$ cat config.mk
export PLATFORM = sky130hd
export DESIGN_NAME = result_writer
export DESIGN_NICKNAME = d
export VERILOG_FILES = /design/src/rtl/result_writer.sv
export SDC_FILE = /design/constraint.sdc
export NUM_CORES = 1
export LEC_CHECK = 0
export CAP_MARGIN = 40
export CORE_ASPECT_RATIO = 1.5
export CORE_UTILIZATION = 55
export CTS_CLUSTER_SIZE = 12
export DETAILED_ROUTE_END_ITERATION = 8
export DONT_BUFFER_PORTS = 1
export PLACE_DENSITY_LB_ADDON = 0.25
export RECOVER_POWER = 25
export SYNTH_ARGS = -nofsm -noshare
export SYNTH_HDL_FRONTEND = slang
export SYNTH_SLANG_ARGS = --single-unit
$ cat constraint.sdc
create_clock -name clk -period 4.8 [get_ports clk]
set_input_delay 0.96 -clock clk [delete_from_list [all_inputs] [get_ports clk]]
set_output_delay 0.96 -clock clk [all_outputs]
set_load 0.1 [all_outputs]
$ cat src/rtl/result_writer.sv
// Drains PE result pairs through a 4-entry FIFO into output memory, one word per handshake.
// Optional: define RESULT_WRITER_RELU_EN to clamp negative results to zero on the write path.
module result_writer (
  input  logic        clk,
  input  logic        rst,
  input  logic        i_valid,
  input  logic [15:0] i_result_1,
  input  logic [15:0] i_result_2,
  input  logic [2:0]  i_col_idx_1,
  input  logic [2:0]  i_col_idx_2,
  input  logic [6:0]  i_row_idx,
  input  logic        i_done,
  output logic        o_wr_valid,
  output logic [9:0]  o_wr_addr,
  output logic [15:0] o_wr_data,
  input  logic        i_wr_ready,
  output logic        o_full,
  output logic        o_overflow,
  output logic        o_done,
  output logic [9:0]  o_wr_count
);

  typedef struct packed {
    logic [15:0] res1;
    logic [15:0] res2;
    logic [2:0]  col1;
    logic [2:0]  col2;
    logic [6:0]  row;
  } pair_t;

  typedef enum logic [1:0] {StIdle, StWr1, StWr2} state_e;

  pair_t       mem [4];
  pair_t       in_pair, head, next_head;
  logic [1:0]  wr_ptr_q, rd_ptr_q, rd_nxt;
  logic [2:0]  count_q, count_d;
  state_e      state_q, state_d;
  logic        valid_d;
  logic [9:0]  addr_d;
  logic [15:0] data_d;
  logic        pending_q, pending_d, fire;
  logic        hs, pop, push, full;

  function automatic logic [15:0] relu(input logic [15:0] r);
`ifdef RESULT_WRITER_RELU_EN
    return r[15] ? 16'h0000 : r;
`else
    return r;
`endif
  endfunction

  assign in_pair = '{res1: i_result_1, res2: i_result_2, col1: i_col_idx_1,
                     col2: i_col_idx_2, row: i_row_idx};
  assign full    = (count_q == 3'd4);
  assign hs      = o_wr_valid && i_wr_ready;
  assign pop     = (state_q == StWr2) && hs;
  assign push    = i_valid && (!full || pop);
  assign rd_nxt  = rd_ptr_q + 2'd1;
  assign head    = mem[rd_ptr_q];
  // With a single entry left, the pair pushed on this same edge becomes the next head.
  assign next_head = (count_q > 3'd1) ? mem[rd_nxt] : in_pair;
  assign count_d   = count_q + {2'b00, push} - {2'b00, pop};
  assign fire      = pending_q && (count_q == 3'd0) && (state_q == StIdle);
  assign pending_d = i_done || (pending_q && !fire);
  assign o_full    = full;

  always_comb begin
    state_d = state_q;
    valid_d = o_wr_valid;
    addr_d  = o_wr_addr;
    data_d  = o_wr_data;
    unique case (state_q)
      StIdle: begin
        if (count_q != 3'd0) begin
          state_d = StWr1;
          valid_d = 1'b1;
          addr_d  = {head.row, head.col1};
          data_d  = relu(head.res1);
        end
      end
      StWr1: begin
        if (hs) begin
          state_d = StWr2;
          addr_d  = {head.row, head.col2};
          data_d  = relu(head.res2);
        end
      end
      StWr2: begin
        if (hs) begin
          if ((count_q > 3'd1) || push) begin
            state_d = StWr1;
            addr_d  = {next_head.row, next_head.col1};
            data_d  = relu(next_head.res1);
          end else begin
            state_d = StIdle;
            valid_d = 1'b0;
          end
        end
      end
      default: state_d = StIdle;
    endcase
  end

  always_ff @(posedge clk) begin
    if (push) mem[wr_ptr_q] <= in_pair;
  end

  always_ff @(posedge clk or posedge rst) begin
    if (rst) begin
      wr_ptr_q   <= '0;
      rd_ptr_q   <= '0;
      count_q    <= '0;
      state_q    <= StIdle;
      pending_q  <= 1'b0;
      o_wr_valid <= 1'b0;
      o_wr_addr  <= '0;
      o_wr_data  <= '0;
      o_overflow <= 1'b0;
      o_done     <= 1'b0;
      o_wr_count <= '0;
    end else begin
      if (push) wr_ptr_q <= wr_ptr_q + 2'd1;
      if (pop)  rd_ptr_q <= rd_nxt;
      count_q    <= count_d;
      state_q    <= state_d;
      pending_q  <= pending_d;
      o_wr_valid <= valid_d;
      o_wr_addr  <= addr_d;
      o_wr_data  <= data_d;
      o_overflow <= o_overflow || (i_valid && full && !pop);
      o_done     <= fire;
      if (hs) o_wr_count <= o_wr_count + 10'd1;
    end
  end

endmodule

==> impl_metrics.ini <==
[status]
status = complete, but fails checks
failed_checks = design-rule violations

[critical_path]
ff2ff_setup_slack_ns = 1.86
arrival_ns = 3.11
crit_top_cell = buf_4
cpPeakStageDelay_ns = 0.60
cp_max_fo = 32
crit_slowest_cell = and2_2
cp.required_ns = 4.97
critPathCaptureType = flop
crit_chain = inv_1 > ha_1 > buf_4 > nand2_2 > a21boi_4 > and2_2 > buf_4
critPathKind = flop to flop
critPathLaunchType = flop

[grt]
grt_overflow = 0
grt_pass1_wl_um = 32400
grt_max_degree = 46
antenna_found_initial = 0
grt_pass1_vias = 5995
grt.total_usage_pct = 22.7

[die]
fp.dieH_um = 167
initial_core_util_pct = 56.8
core-area_um2 = 17600
num_rows = 59
fp.dieW_um = 112
dieArea_um2 = 18700
ios = 90

[cells_and_area]
area_delta_synth_final_pct = 18.8
drive_gt1_share_pct = 27.0
nNetsFinal = 696
fillers = 1167
n_antenna_cell = 0

[cts]
insertion_delay_ns = 0.51
numCtsBuffers = 24
cts_num_sinks = 229
cts_max_level = 1
ctsResizeCount = 0
holdBufCountCts = 0
tritoncts = done
clkSlewWorstSetupHoldPaths_ns = 0.06
cts_buffer_depth = 3
postCtsSetupBuffers = 0
cts-root-buf = clkbuf_16

[logic_synthesis]
synth_cell_type_count = 41
syn_avg_cell_area_um2 = 16.9
yosys-top-cells-area = edfxtp_1, mux4_2, dfrtp_1
ys_ff_latch = 229
netlist_area_um2 = 9970
synth_top_cell_by_area = edfxtp_1
ys_warn_count = 0
synth_top_cell_area_share_pct = 54.2
ys_seq_area_share_pct = 66.5
syn_nets = 655
syn_inst = 590

[place]
gp_congestion = 0.743
io_buffers = 0
place_hpwl_um = 13000

[timing]
hold_viol = 0
slew_viol_final = 0
period_needed_ns = 2.94
fin_skew_ns = 0.00826
timing.fmax_ghz = 0.340
slew_headroom_pct = 40.1
setup-tns-final_ns = 0
tightest_slew_ns = 0.898
fin_crit_sh_pct = 61.3
rsz0062_at_grt = false
final-setup-viol-count = 0

[hold_path]
hold_class = input port to async pin

[detailed_routing]
drt_first_pass_iters = 9
routedWlPerCell_um = 23.4
vias = 5405
drt_iter0_markers = 387
ant_nets = 0
avgViaCountPerCell = 6.27
routed_wl_um = 20200
drc = 5

[flow_run]
drv_cap = 0
## registers in the layout, indices dropped and copies added, names as in the netlist
signal,flops
count_q,3
mem,180
o_done,1
o_overflow,1
o_wr_addr,10
o_wr_count,10
o_wr_data,16
o_wr_valid,1
pending_q,1
rd_ptr_q,2
state_q,2
wr_ptr_q,2
## metrics by stage
step                      util [%]  hold slack (ns)  worst slack (ns)  cells  instance area (um^2)
final                         67.4            0.319              1.86    862                 11800
after global routing          67.4            0.355              1.66    862                 11800
after CTS                     67.4            0.326              1.83    862                 11800
after detailed placement      63.4            0.480              1.84    818                 11100
after global placement        57.9            0.468              1.80    782                 10200
after floorplan                  -            0.454              1.63    590                  9970
## per-layer routing
layer,track usage [%],share of wire [%]
met5,0,0
met4,8.93,2.9
met3,4.11,5.7
met2,39.8,53
met1,27.9,38
## logic make-up after synthesis
family / count (synthesis) / synth area share (%)
flops: 229 / 66.5
simple gates: 159 / 7.54
mux: 80 / 17.1
buf+inv: 50 / 2.40
compound gates: 44 / 3.40
fa+ha+maj: 15 / 1.96
xor+xnor: 13 / 1.14
## final cells by class
class	count	area (um^2)	area share, %
sequential	229	6640	56.0
multi-input combinational	311	3110	26.3
timing repair buffer	50	1060	8.99
clock buffer	38	674	5.70
tap	213	267	2.25
inverter	15	56.3	0.475
clock inverter	6	30.0	0.254
## critical path, delay by kind of cell (launching register included)
kind	cells	cell delay, ns
compound gates	1	0.28
fa+ha+maj	1	0.14
buf+inv	3	0.94
flops	1	0.43
simple gates	2	0.79
## layout by cell type, fill, tap and decap left out, types with 19 or more instances in the layout
| cell | netlist | final |
|---|---|---|
| a22o_1 | 19 | 19 |
| buf_16 | 0 | 33 |
| clkbuf_16 | 0 | 25 |
| dfrtp_1 | 49 | 47 |
| edfxtp_1 | 180 | 180 |
| mux4_2 | 71 | 71 |
| nand2_1 | 53 | 53 |
| nand3_1 | 22 | 22 |
| nand4_1 | 21 | 21 |
| nor2_1 | 41 | 41 |
## cell usage after synthesis (all sizes together)
library cell and instances:
edfxtp 180, mux4 71, nand2 54, dfrtp 49
nor2 41, nand3 22, nand4 21, a22o 19
clkbuf 18, buf 17, inv 15, ha 14
xnor2 10, mux2 9, nor2b 8, o21ai 8
a31oi 7, and2 6, nor3 3, xor2 3
a21boi 2, nor3b 2, o21bai 2, o31ai 2
a21oi 1, a311o 1, a31o 1, fa 1
nor4b 1, o41ai 1, or2 1
## final timing paths
path	cells after the start	to	start
worst max-delay path	7	mem[2][15]$_DFFE_PP_	state_q[0]$_DFFE_PP0P_
worst min-delay path	1	o_wr_addr[2]$_DFFE_PP0P_	rst
worst max register to register	7	mem[2][15]$_DFFE_PP_	state_q[0]$_DFFE_PP0P_
worst min register to register	1	o_done$_DFF_PP0_	pending_q$_DFF_PP0_
max in group asynchronous	2	rd_ptr_q[0]$_DFFE_PP0P_	rst
min in group clk	1	o_done$_DFF_PP0_	pending_q$_DFF_PP0_
Power is not shown: default switching activity piles up to over one toggle a cycle in this logic, so the estimate is an artifact.
